$ cat src/rtl/stream_demux_pkg.sv
// Shared definitions for the packet-aware stream demultiplexer.
package stream_demux_pkg;

  // Width of the dropped-packet counter.
  localparam int DROP_CNT_W = 32;

  typedef logic [DROP_CNT_W-1:0] drop_cnt_t;

  // Increment that sticks at the all-ones value instead of wrapping.
  function automatic drop_cnt_t sat_inc(input drop_cnt_t value);
    return (&value) ? value : value + 1'b1;
  endfunction

endpackage

$ cat src/rtl/stream_demux_if.sv
// AXI4-Stream bundle for the demux: one slave stream in, M_COUNT broadcast
// master streams out. The slave modport is the demux's view; the master
// modport is the view of whatever drives and sinks it.
interface stream_demux_if #(
  parameter int DATA_W  = 512,
  parameter int KEEP_W  = DATA_W / 8,
  parameter int USER_W  = 48,
  parameter int M_COUNT = 2
);

  logic                        s_axis_tvalid;
  logic                        s_axis_tready;
  logic [DATA_W-1:0]           s_axis_tdata;
  logic [KEEP_W-1:0]           s_axis_tkeep;
  logic [USER_W-1:0]           s_axis_tuser;
  logic                        s_axis_tlast;

  logic [M_COUNT-1:0]          m_axis_tvalid;
  logic [M_COUNT-1:0]          m_axis_tready;
  logic [M_COUNT*DATA_W-1:0]   m_axis_tdata;
  logic [M_COUNT*KEEP_W-1:0]   m_axis_tkeep;
  logic [M_COUNT*USER_W-1:0]   m_axis_tuser;
  logic [M_COUNT-1:0]          m_axis_tlast;

  modport slave (
    input  s_axis_tvalid, s_axis_tdata, s_axis_tkeep, s_axis_tuser, s_axis_tlast,
    output s_axis_tready,
    output m_axis_tvalid, m_axis_tdata, m_axis_tkeep, m_axis_tuser, m_axis_tlast,
    input  m_axis_tready
  );

  modport master (
    output s_axis_tvalid, s_axis_tdata, s_axis_tkeep, s_axis_tuser, s_axis_tlast,
    input  s_axis_tready,
    input  m_axis_tvalid, m_axis_tdata, m_axis_tkeep, m_axis_tuser, m_axis_tlast,
    output m_axis_tready
  );

endinterface

$ cat src/rtl/stream_demux_skid.sv
// Two-entry register slice (output register plus skid register) carrying an
// arbitrary packed beat type. in_ready is a register output, so upstream never
// sees a combinational path from out_ready.
module stream_demux_skid
  import stream_demux_pkg::*;
#(
  parameter type T = logic
) (
  input  logic axis_aclk,
  input  logic axis_rst,
  input  logic in_valid,
  output logic in_ready,
  input  T     in_data,
  output logic out_valid,
  input  logic out_ready,
  output T     out_data
);

  T     out_reg;
  T     skid_reg;
  logic out_valid_reg;
  logic skid_valid_reg;
  logic take;
  logic load_out;

  // A beat enters whenever the skid slot is free; the output register may
  // load whenever it is empty or its consumer is taking the current beat.
  assign take     = in_valid && !skid_valid_reg;
  assign load_out = !out_valid_reg || out_ready;

  assign in_ready  = !skid_valid_reg;
  assign out_valid = out_valid_reg;
  assign out_data  = out_reg;

  // Occupancy flags: skid drains first, so accept order is preserved.
  always_ff @(posedge axis_aclk) begin
    if (axis_rst) begin
      out_valid_reg  <= 1'b0;
      skid_valid_reg <= 1'b0;
    end else if (load_out) begin
      out_valid_reg  <= skid_valid_reg || take;
      skid_valid_reg <= 1'b0;
    end else if (take) begin
      skid_valid_reg <= 1'b1;
    end
  end

  // Payload registers carry no reset; they only matter while flagged valid.
  always_ff @(posedge axis_aclk) begin
    if (load_out) begin
      out_reg <= skid_valid_reg ? skid_reg : in_data;
    end else if (take) begin
      skid_reg <= in_data;
    end
  end

endmodule

$ cat src/rtl/stream_demux.sv
// Packet-aware 1-to-M_COUNT AXI4-Stream demultiplexer. The route is latched
// on the first beat of each packet, out-of-range routes are discarded and
// counted, and forwarded beats pass through a two-entry register slice whose
// output is broadcast to all ports with a one-hot tvalid.
module stream_demux
  import stream_demux_pkg::*;
#(
  parameter int DATA_W     = 512,
  parameter int KEEP_W     = DATA_W / 8,
  parameter int USER_W     = 48,
  parameter int M_COUNT    = 2,
  parameter int CL_M_COUNT = $clog2(M_COUNT)
) (
  input  logic                  axis_aclk,
  input  logic                  axis_rst,
  input  logic [CL_M_COUNT-1:0] select,
  stream_demux_if.slave         axis,
  output logic [DROP_CNT_W-1:0] drop_count,
  output logic                  in_packet
);

  typedef struct packed {
    logic [DATA_W-1:0]     tdata;
    logic [KEEP_W-1:0]     tkeep;
    logic                  tlast;
    logic [USER_W-1:0]     tuser;
    logic [CL_M_COUNT-1:0] route;
  } beat_t;

  // Select values at or above this limit address no port.
  localparam logic [CL_M_COUNT:0] M_COUNT_LIM = M_COUNT[CL_M_COUNT:0];

  logic                  in_packet_reg;
  logic [CL_M_COUNT-1:0] route_reg;
  logic                  drop_reg;
  drop_cnt_t             drop_count_reg;

  logic [CL_M_COUNT-1:0] cur_route;
  logic                  cur_drop;
  logic                  s_ready;
  logic                  accept;
  logic                  buf_in_valid;
  beat_t                 in_beat;
  beat_t                 out_beat;
  logic                  out_valid;
  logic                  out_ready;
  logic [M_COUNT-1:0]    port_hit;

  // First beat uses the live select; later beats reuse the held decision.
  assign cur_route = in_packet_reg ? route_reg : select;
  assign cur_drop  = in_packet_reg ? drop_reg : ({1'b0, select} >= M_COUNT_LIM);

  assign accept       = axis.s_axis_tvalid && s_ready;
  assign buf_in_valid = axis.s_axis_tvalid && !cur_drop;

  // Dropped beats still see the same ready, so upstream timing is unchanged.
  assign axis.s_axis_tready = s_ready;
  assign drop_count         = drop_count_reg;
  assign in_packet          = in_packet_reg;

  // Pack the incoming beat together with its resolved route.
  always_comb begin
    in_beat       = '0;
    in_beat.tdata = axis.s_axis_tdata;
    in_beat.tkeep = axis.s_axis_tkeep;
    in_beat.tlast = axis.s_axis_tlast;
    in_beat.tuser = axis.s_axis_tuser;
    in_beat.route = cur_route;
  end

  // Packet framing, route capture and saturating drop counter.
  always_ff @(posedge axis_aclk) begin
    if (axis_rst) begin
      in_packet_reg  <= 1'b0;
      route_reg      <= '0;
      drop_reg       <= 1'b0;
      drop_count_reg <= '0;
    end else if (accept) begin
      if (!in_packet_reg) begin
        route_reg <= select;
        drop_reg  <= cur_drop;
      end
      in_packet_reg <= !axis.s_axis_tlast;
      if (cur_drop && axis.s_axis_tlast) begin
        drop_count_reg <= sat_inc(drop_count_reg);
      end
    end
  end

  stream_demux_skid #(
    .T (beat_t)
  ) u_skid (
    .axis_aclk (axis_aclk),
    .axis_rst  (axis_rst),
    .in_valid  (buf_in_valid),
    .in_ready  (s_ready),
    .in_data   (in_beat),
    .out_valid (out_valid),
    .out_ready (out_ready),
    .out_data  (out_beat)
  );

  // The head beat only advances on the ready of the port it is routed to.
  assign out_ready = |(port_hit & axis.m_axis_tready);

  for (genvar gi = 0; gi < M_COUNT; gi++) begin : g_port
    assign port_hit[gi]                          = (out_beat.route == CL_M_COUNT'(gi));
    assign axis.m_axis_tvalid[gi]                = out_valid && port_hit[gi];
    assign axis.m_axis_tlast[gi]                 = out_beat.tlast;
    assign axis.m_axis_tdata[gi*DATA_W +: DATA_W] = out_beat.tdata;
    assign axis.m_axis_tkeep[gi*KEEP_W +: KEEP_W] = out_beat.tkeep;
    assign axis.m_axis_tuser[gi*USER_W +: USER_W] = out_beat.tuser;
  end

endmodule

$ cat src/flat_wrapper.sv
// flat-port wrapper written by rule: the top's interface ports become plain ports
module stream_demux_flat import stream_demux_pkg::*;
#(
  parameter int DATA_W     = 512,
  parameter int KEEP_W     = DATA_W / 8,
  parameter int USER_W     = 48,
  parameter int M_COUNT    = 2,
  parameter int CL_M_COUNT = $clog2(M_COUNT)
)
  (axis_aclk, axis_rst, select, drop_count, in_packet, axis_s_axis_tvalid, axis_s_axis_tdata, axis_s_axis_tkeep, axis_s_axis_tuser, axis_s_axis_tlast, axis_s_axis_tready, axis_m_axis_tvalid, axis_m_axis_tdata, axis_m_axis_tkeep, axis_m_axis_tuser, axis_m_axis_tlast, axis_m_axis_tready);
  stream_demux_if #(.DATA_W(DATA_W), .KEEP_W(KEEP_W), .USER_W(USER_W), .M_COUNT(M_COUNT)) axis_i ();
  input  logic axis_aclk;
  input  logic axis_rst;
  input  logic [CL_M_COUNT-1:0] select;
  output logic [DROP_CNT_W-1:0] drop_count;
  output logic in_packet;
  input wire logic [$bits(axis_i.s_axis_tvalid)-1:0] axis_s_axis_tvalid;
  input wire logic [$bits(axis_i.s_axis_tdata)-1:0] axis_s_axis_tdata;
  input wire logic [$bits(axis_i.s_axis_tkeep)-1:0] axis_s_axis_tkeep;
  input wire logic [$bits(axis_i.s_axis_tuser)-1:0] axis_s_axis_tuser;
  input wire logic [$bits(axis_i.s_axis_tlast)-1:0] axis_s_axis_tlast;
  output wire logic [$bits(axis_i.s_axis_tready)-1:0] axis_s_axis_tready;
  output wire logic [$bits(axis_i.m_axis_tvalid)-1:0] axis_m_axis_tvalid;
  output wire logic [$bits(axis_i.m_axis_tdata)-1:0] axis_m_axis_tdata;
  output wire logic [$bits(axis_i.m_axis_tkeep)-1:0] axis_m_axis_tkeep;
  output wire logic [$bits(axis_i.m_axis_tuser)-1:0] axis_m_axis_tuser;
  output wire logic [$bits(axis_i.m_axis_tlast)-1:0] axis_m_axis_tlast;
  input wire logic [$bits(axis_i.m_axis_tready)-1:0] axis_m_axis_tready;
  assign axis_i.s_axis_tvalid = axis_s_axis_tvalid;
  assign axis_i.s_axis_tdata = axis_s_axis_tdata;
  assign axis_i.s_axis_tkeep = axis_s_axis_tkeep;
  assign axis_i.s_axis_tuser = axis_s_axis_tuser;
  assign axis_i.s_axis_tlast = axis_s_axis_tlast;
  assign axis_s_axis_tready = axis_i.s_axis_tready;
  assign axis_m_axis_tvalid = axis_i.m_axis_tvalid;
  assign axis_m_axis_tdata = axis_i.m_axis_tdata;
  assign axis_m_axis_tkeep = axis_i.m_axis_tkeep;
  assign axis_m_axis_tuser = axis_i.m_axis_tuser;
  assign axis_m_axis_tlast = axis_i.m_axis_tlast;
  assign axis_i.m_axis_tready = axis_m_axis_tready;
  stream_demux #(.DATA_W(DATA_W), .KEEP_W(KEEP_W), .USER_W(USER_W), .M_COUNT(M_COUNT), .CL_M_COUNT(CL_M_COUNT)) u_core (.axis_aclk(axis_aclk), .axis_rst(axis_rst), .select(select), .axis(axis_i), .drop_count(drop_count), .in_packet(in_packet));
endmodule
$ cat config.mk
export PLATFORM = sky130hd
export DESIGN_NAME = stream_demux_flat
export DESIGN_NICKNAME = d
export VERILOG_FILES = /design/src/rtl/stream_demux_pkg.sv /design/src/rtl/stream_demux_if.sv /design/src/rtl/stream_demux_skid.sv /design/src/rtl/stream_demux.sv /design/src/flat_wrapper.sv
export SDC_FILE = /design/constraint.sdc
export NUM_CORES = 1
export LEC_CHECK = 0
export ABC_AREA = 1
export ABC_CLOCK_PERIOD_IN_PS = 245800
export BUFFER_PORTS_ARGS = -buffer_cell sky130_fd_sc_hd__buf_2
export CAP_MARGIN = 10
export CELL_PAD_IN_SITES_DETAIL_PLACEMENT = 0
export CELL_PAD_IN_SITES_GLOBAL_PLACEMENT = 1
export CORE_AREA = 2 2 753 755
export DETAILED_ROUTE_END_ITERATION = 6
export DIE_AREA = 0 0 755 757
export HOLD_SLACK_MARGIN = 0.08
export PLACE_DENSITY_LB_ADDON = 0.3
export REMOVE_ABC_BUFFERS = 1
export SLEW_MARGIN = 15
export SYNTH_ARGS = -nofsm -noshare
export SYNTH_HDL_FRONTEND = slang
export SYNTH_SLANG_ARGS = --single-unit
$ cat constraint.sdc
create_clock -name axis_aclk -period 245.8 [get_ports axis_aclk]
set_clock_uncertainty 0.15 [all_clocks]
set_input_delay 24.58 -clock axis_aclk [delete_from_list [all_inputs] [get_ports axis_aclk]]
set_output_delay 24.58 -clock axis_aclk [all_outputs]
set_load 0.01 [all_outputs]
After elaboration in Yosys (flattened, before gate mapping)
Index checks and enable logic that the tools add are counted.
{ "op_classes": {"magnitude_cmp": 0, "reduce_logical": 18, "multipliers": 0, "n_eq_ne": 0, "muxes": 3, "n_shift": 0, "addsub": 1, "bitwise": 5, "n_div": 0} }
{ "op_table": {"columns": ["cell", "n"], "rows": [
  ["626-bit two-way mux", 1],
  ["32-bit by 1-bit adder with 32-bit output (second input constant)", 1],
  ["32-bit AND reduction", 1],
  ["1-bit logical AND", 6],
  ["1-bit logical NOT", 4],
  ["1-bit NOT", 4],
  ["2-bit AND reduction", 2],
  ["2-bit OR reduction", 2],
  ["3-bit AND reduction", 1],
  ["2-bit bitwise AND", 1],
  ["1-bit logical OR", 2],
  ["1-bit two-way mux", 2]
]} }
{ "word_totals": {"ff_bits": 1289, "latch_bits": 0, "mem_bits_ro": 0, "n_memories": 0, "word_cells": 43, "ram_bits": 0, "inputBits": 631} }

Logic depth before layout (Yosys ltp)
Gate-level depths: netlist of the first run.
{ "logic_depth": {"ltp_word": 6, "ltp_mapped": 12, "mapped_depth_nobuf": 11} }

Hierarchy
Synthesis of the first run repeated with hierarchy kept, for this count alone.
{ "unflattened": {"cells_unflattened": 4259, "area_unflattened_um2": 52865.7} }
{ "by_module_without_submodules": {"columns": ["module", "area_each_um2", "instances", "cells_each", "seq_area_each_um2"], "rows": [
  ["stream_demux_skid", 45985.4, 1, 3282, 37636.1],
  ["stream_demux", 6880.3, 1, 977, 700.7]
]} }

Worst setup path before layout of the first run
Ideal clock, no wire load.
{ "synth_timing": {"kind": "input-to-reg", "start": "in axis_m_axis_tready[0]", "end": "reg u_core.u_skid.skid_reg[0] in the netlist's numbering, enable pin", "n_path_buf": 0, "cell_stages": 3, "arrival_ns": 239.978, "slack_ns": -15.992, "cell_sequence": "nor3_1 -> nor2_1 -> nor2_1"} }
{ "synth_via": {"elab_chain_len": 5} }
{ "synth_rtl": {"columns": ["item", "line", "text"], "rows": [
  ["from (decl)", "flat_wrapper.sv:28", "input wire logic [$bits(axis_i.m_axis_tready)-1:0] axis_m_axis_tready;"],
  ["2-bit bitwise AND", "stream_demux.sv:104", "assign out_ready = |(port_hit & axis.m_axis_tready);"],
  ["2-bit OR reduction", "stream_demux.sv:104", null],
  ["1-bit logical OR", "stream_demux_skid.sv:29", "assign load_out = !out_valid_reg || out_ready;"],
  ["net u_core.u_skid.load_out", "stream_demux_skid.sv:24", "logic load_out;"],
  ["1-bit NOT (no source line)", null, null],
  ["2-bit AND reduction (no source line)", null, null],
  ["to (signal assigned)", "stream_demux_skid.sv:53", "skid_reg <= in_data;"],
  ["to (decl)", "stream_demux_skid.sv:20", "T skid_reg;"]
]} }
The timed path passes the listed nets, and every way through them passes these cells.
A chain may end at the register's enable or synchronous reset.

Worst setup path after layout of the first run
{ "layout_timing": {"start": "in axis_m_axis_tready[1]", "end": "reg u_core.u_skid.out_reg (netlist bit u_core.u_skid.out_data[245]), enable pin"} }
{ "layout_via": {"elab_chain_len": 3} }
{ "layout_rtl": {"columns": ["item", "line", "text"], "rows": [
  ["2-bit bitwise AND", "stream_demux.sv:104", null],
  ["2-bit OR reduction", "stream_demux.sv:104", null],
  ["1-bit logical OR", "stream_demux_skid.sv:29", null],
  ["net u_core.u_skid.load_out", "stream_demux_skid.sv:24", null],
  ["to (signal assigned)", "stream_demux_skid.sv:51", "out_reg <= skid_valid_reg ? skid_reg : in_data;"],
  ["to (decl)", "stream_demux_skid.sv:19", "T out_reg;"]
]} }
The timed path passes the listed nets, and every way through them passes these cells.

==> flow_summary.json, run 1 <==
{
  "outcome": "finished, final reports clean",
  "htree_levels": 4,
  "synth_area_leaders": "edfxtp_1, buf_4, nand2_1, dfxtp_1, clkbuf_1",
  "nets": 6259,
  "viasPerCell": 2.768,
  "dp_hpwl_um": 284600,
  "drv_slew": 0,
  "setup_viol_count_final": 0,
  "finalWeightedCongestion": 0.9017,
  "cts_hold_buf": 0,
  "root_buffer": "clkbuf_16",
  "synth_cell_types": 30,
  "tns_ns": 0,
  "start_kind": "input port",
  "synth_common_cells": "nand2_1, buf_4, edfxtp_1, clkbuf_1, nor2_1",
  "yosysMostFrequentCell": "nand2_1",
  "hold_viol": 0,
  "antenna_found_initial": 403,
  "p_per_area_nw_per_um2": 8.146,
  "post-route-drc-count": 0,
  "drt_iter0_drc": 2857,
  "synth_top_area_share_pct": 66.11,
  "maxCapViolCount": 0,
  "die_area_um2": 571500,
  "r2r_cells": 9,
  "path_max_fanout": 62,
  "ios": 1917,
  "place_ws_ns": 216.08,
  "ant_nets": 0,
  "power.leakage_nw": 28.83,
  "worstSetupPathType": "in -> reg",
  "clock-sinks": 1289,
  "grt_pass1_vias": 34639,
  "cp_data_arrival_time_ns": 29.09,
  "hold_end": "u_core.drop_reg$_SDFFE_PP0P_",
  "synth_cells": 4888,
  "grt_pass1_wl_um": 413700,
  "vias": 37245,
  "rrSetupSlack_ns": 240.18,
  "die_x_um": 755,
  "cts_buffers": 169,
  "synth_seq_cells": 1289,
  "crit_required_ns": 246.10,
  "syn_area_per_cell_um2": 11.64,
  "fin_crit_sh_pct": 11.71,
  "syn_to_final_growth_pct": 26.69,
  "synth_top_area_cell": "edfxtp_1",
  "rr_endpoint": "u_core.u_skid.out_data[245]$_DFFE_PP_",
  "layout-drive-gt1-share_pct": 38.82,
  "yosys_most_used_dff": "edfxtp_1",
  "cts_tree": "yes",
  "core-area_um2": 563200,
  "wl_um": 338900,
  "maxSlewHeadroom_pct": 29.54,
  "clock_path_buffers": 4,
  "ys_warn_count": 0,
  "ys_async_sr_fraction_pct": 0,
  "grt_start_max_net_pins": 130,
  "numPortBuffers": 1916,
  "path_clk_slew_ns": 0.06,
  "firstDrtPassIters": 5,
  "setup_slack_ns": 217.01,
  "ys_seq_area_share_pct": 67.41,
  "ir_worst_vdd_mv": 0.005017,
  "clk_latency_ns": 0.87,
  "cts_resized": 0,
  "hold_depth": 2,
  "post-route-min-period_ns": 28.79,
  "cts_setup_buffers": 0,
  "globalRouteTotalUtil_pct": 11.26,
  "max_freq_mhz": 34.74,
  "avgRoutedWirePerCell_um": 25.19,
  "synthesis.area_um2": 56870,
  "initial_utilization_pct": 10.10,
  "worst_hold_slack_ns": 0.3261,
  "fp-row-count": 276,
  "grt_remaining_overflow": 0,
  "regToRegStartpoint": "u_core.u_skid.out_data[0]$_DFFE_PP_",
  "end_kind": "register",
  "min_path_type": "reg -> reg",
  "synth_edf_count": 1252,
  "tightest_slew_ns": 1.057,
  "power_uw": 586.9,
  "min-delay-start": "u_core.drop_reg$_SDFFE_PP0P_",
  "rsz0062_at_grt": "no",
  "die_h_um": 757
}
-- per-layer routing --
| layer | global-route usage [%] | vias up | part of all wire, % |
|---|---|---|---|
| li1 | - | 16468 | - |
| met1 | 12.80 | 17471 | 37 |
| met2 | 16.18 | 2091 | 41 |
| met3 | 7.994 | 911 | 17 |
| met4 | 4.416 | 304 | 4.7 |
| met5 | 0 | - | 0.60 |
-- cell usage in the layout (no fill, tap or decap), drive strengths merged, types with 2 or more instances in the layout --
cell | netlist | layout
o21bai | 7 | 7
buf | 1285 | 1965
o21ai | 10 | 10
clkinv | 2 | 84
diode | 0 | 187
clkinvlp | 0 | 3
xor2 | 8 | 8
a21oi | 10 | 10
nand4 | 2 | 2
nand3 | 19 | 19
nor3 | 3 | 3
nor2 | 107 | 107
inv | 40 | 47
nand2 | 1990 | 1990
dfxtp | 37 | 37
bufinv | 0 | 7
clkbuf | 112 | 207
edfxtp | 1252 | 1252
-- how the worst max path moves through the flow --
| stage | slack (ns) | depth (start not counted) | startpoint | end |
|---|---|---|---|---|
| final | 217.01 | 9 | axis_m_axis_tready[1] | u_core.u_skid.out_data[245]$_DFFE_PP_ |
| after global routing | 216.82 | 9 | axis_m_axis_tready[1] | u_core.u_skid.out_data[245]$_DFFE_PP_ |
| after CTS | 217.06 | 9 | axis_m_axis_tready[1] | u_core.u_skid.out_data[256]$_DFFE_PP_ |
| after detailed placement | 216.08 | 9 | axis_m_axis_tready[1] | u_core.u_skid.out_data[114]$_DFFE_PP_ |
| after global placement | 216.07 | 9 | axis_m_axis_tready[1] | u_core.u_skid.out_data[256]$_DFFE_PP_ |
| after floorplan | -15.99 | 3 | axis_m_axis_tready[0] | u_core.u_skid.skid_reg[0]$_DFFE_PP_ |
-- power breakdown --
part	leakage, nW	internal (mW)	switching [mW]
logic	13.7	0.0217	0.0455
registers	12.5	0.261	0.0149
clock network	2.60	0.137	0.107
total	28.8	0.420	0.167
-- critical path, stage by stage --
cell and delay [ns]:
buf_2 0.15, nor2_1 0.09, nor2_4 0.22, buf_4 0.53, buf_4 0.60, buf_4 0.54
buf_4 0.55, buf_4 0.71, buf_4 0.76
-- area by class of cell --
cell class / instances / area [µm²]
Fill cell: 64091 / 491200
Sequential cell: 1289 / 38340
Timing Repair Buffer: 1965 / 9995
Tap cell: 7506 / 9392
Multi-Input combinational cell: 2160 / 8391
Clock buffer: 207 / 4422
Clock inverter: 99 / 870.8
Antenna cell: 187 / 467.9
Inverter: 42 / 175.2
-- cells by family after synthesis --
logic type      after synthesis  share of synthesized area (%)
simple gates               2123                          14.30
buf+inv                    1439                          17.86
flops                      1289                          67.41
compound gates               28                         0.2816
xor+xnor                      8                         0.1232
fa+ha+maj                     1                        0.02200
-- metrics by stage --
stage | cell area (µm²) | instances | util, %
after floorplan | 46870 | 3491 | -
after global placement | 66290 | 12962 | 11.77
after detailed placement | 66290 | 12962 | 11.77
after CTS | 71580 | 13268 | 12.71
after global routing | 71690 | 13309 | 12.73
final | 72050 | 13455 | 12.79
Note: power is estimated with default switching activity, not from simulation.
==> inputs of run 2 (changes only) <==
ABC_CLOCK_PERIOD_IN_PS = 28300   (was 245800)
CORE_AREA = 2 2 757 759   (was 2 2 753 755)
DIE_AREA = 0 0 759 761   (was 0 0 755 757)
clock period = 28.3 ns   (was 245.8 ns; I/O delays follow)
==> flow_summary.json, run 2 (synthesis results as in run 1) <==
{
  "wl_um": 338700,
  "core-area_um2": 570400,
  "cts_resized": 0,
  "drv_slew": 0,
  "worst_hold_slack_ns": 0.3261,
  "root_buffer": "clkbuf_16",
  "antenna_found_initial": 401,
  "layout_commonest_cell": "nand2_1",
  "end_kind": "register",
  "drt_iter0_drc": 2688,
  "post-route-drc-count": 0,
  "die_x_um": 759,
  "layout-drive-gt1-share_pct": 38.51,
  "syn_to_final_growth_pct": 26.40,
  "numPortBuffers": 1916,
  "multiInputGateArea_um2": 8391,
  "fin_crit_sh_pct": 23.98,
  "finalWeightedCongestion": 0.9719,
  "die_area_um2": 577600,
  "crit_required_ns": 28.59,
  "outcome": "finished, final reports clean",
  "cts_tree": "yes",
  "cts_hold_buf": 0,
  "tightest_slew_ns": 1.136,
  "min_path_type": "reg -> reg",
  "grt_pass1_wl_um": 417100,
  "clock-sinks": 1289,
  "start_kind": "input port",
  "cts_buffers": 171,
  "ios": 1917,
  "die_h_um": 761,
  "ir_worst_vdd_mv": 0.04124,
  "cp_data_arrival_time_ns": 7.08,
  "vias": 37502,
  "firstDrtPassIters": 5,
  "p_per_area_nw_per_um2": 70.93,
  "cts_setup_buffers": 0,
  "avgRoutedWirePerCell_um": 25.22,
  "post-route-util_pct": 12.60,
  "nets": 6259,
  "dp_hpwl_um": 284800,
  "maxCapViolCount": 0,
  "rsz0062_at_grt": "no",
  "clock_path_buffers": 4,
  "tns_ns": 0,
  "grt_pass1_vias": 34726,
  "grt_start_max_net_pins": 135,
  "worstSetupPathType": "in -> reg",
  "power_mw": 5.099,
  "maxSlewHeadroom_pct": 24.25,
  "max_freq_mhz": 147.4,
  "viasPerCell": 2.793,
  "hold_viol": 0,
  "final_cell_mix": "nand2_1, buf_2, edfxtp_1",
  "post-route-min-period_ns": 6.786,
  "path_clk_slew_ns": 0.06,
  "globalRouteTotalUtil_pct": 11.18,
  "initial_utilization_pct": 9.970,
  "clk_latency_ns": 0.85,
  "ff_latch_area_um2": 38340,
  "setup_viol_count_final": 0,
  "path_max_fanout": 110,
  "nFillCells": 65067,
  "grt_remaining_overflow": 0,
  "ant_nets": 0,
  "fp-row-count": 278,
  "power.leakage_nw": 28.78,
  "htree_levels": 4
}
-- run 2: cell count changes in the layout (fill, tap and decap cells not counted), moves of 3 or more --
cell       previous run  this run
clkbuf_8              5         0
clkinv_2             39        20
diode_2             187       117
clkbuf_1             33        48
inv_6                 1         8
clkbuf_16           169       172
clkinv_1             35        32
buf_4                46        43
-- run 2: cell type report --
cell class                      instances  area share [%]
Sequential cell                      1289           53.33
Timing Repair Buffer                 1963           13.90
Tap cell                             7560           13.16
Multi-Input combinational cell       2160           11.67
Clock buffer                          220           6.238
Clock inverter                         78           1.049
Antenna cell                          117          0.4073
Inverter                               42          0.2437
-- run 2: final timing paths --
kind                                        startpoint                                     to  slack (ns)  depth (start not counted)
max reg2reg  u_core.u_skid.skid_valid_reg$_SDFFE_PP0P_   u_core.u_skid.out_data[71]$_DFFE_PP_       22.49                          9
min reg2reg      u_core.u_skid.skid_reg[566]$_DFFE_PP_  u_core.u_skid.out_data[566]$_DFFE_PP_        0.33                          2
min              u_core.u_skid.skid_reg[566]$_DFFE_PP_  u_core.u_skid.out_data[566]$_DFFE_PP_        0.33                          2
max                                 axis_s_axis_tvalid   u_core.u_skid.skid_reg[71]$_DFFE_PP_       21.51                          8
-- run 2: per-stage QoR --
stage	cell area, µm²	cells	setup WS (ns)
3_3_place_gp	66360	13014	20.63
6_report	71890	13429	21.51
3_5_place_dp	66360	13014	20.68
4_1_cts	71600	13312	21.64
2_1_floorplan	46870	3491	-211.74
5_1_grt	71720	13360	21.38
-- run 2: metal layers --
layer  vias up  part of all wire, %  track usage, %  wire length (µm)
met1     17672                   38           12.79            129200
met2      2153                   41           16.48            140100
met5         -                 0.68               0              2311
met3       969                   16           7.670             52820
met4       336                  4.2           3.710             14200
li1      16372                    -               -                 -
-- run 2: worst max-delay path, cell delays in order --
cell and delay (ns):
buf_2 0.20, nand3_1 0.21, nor2_4 0.14, buf_4 0.60, buf_4 0.68, buf_12 0.46, buf_4 0.70, buf_4 0.66
-- run 2: where the power goes --
part           switching [mW]  total, mW  leakage (nW)  internal (mW)
Clock                   0.909       2.11          2.55           1.20
Sequential              0.155       2.42          12.5           2.27
Combinational           0.372      0.561          13.7          0.188
Total                    1.44       5.10          28.8           3.66
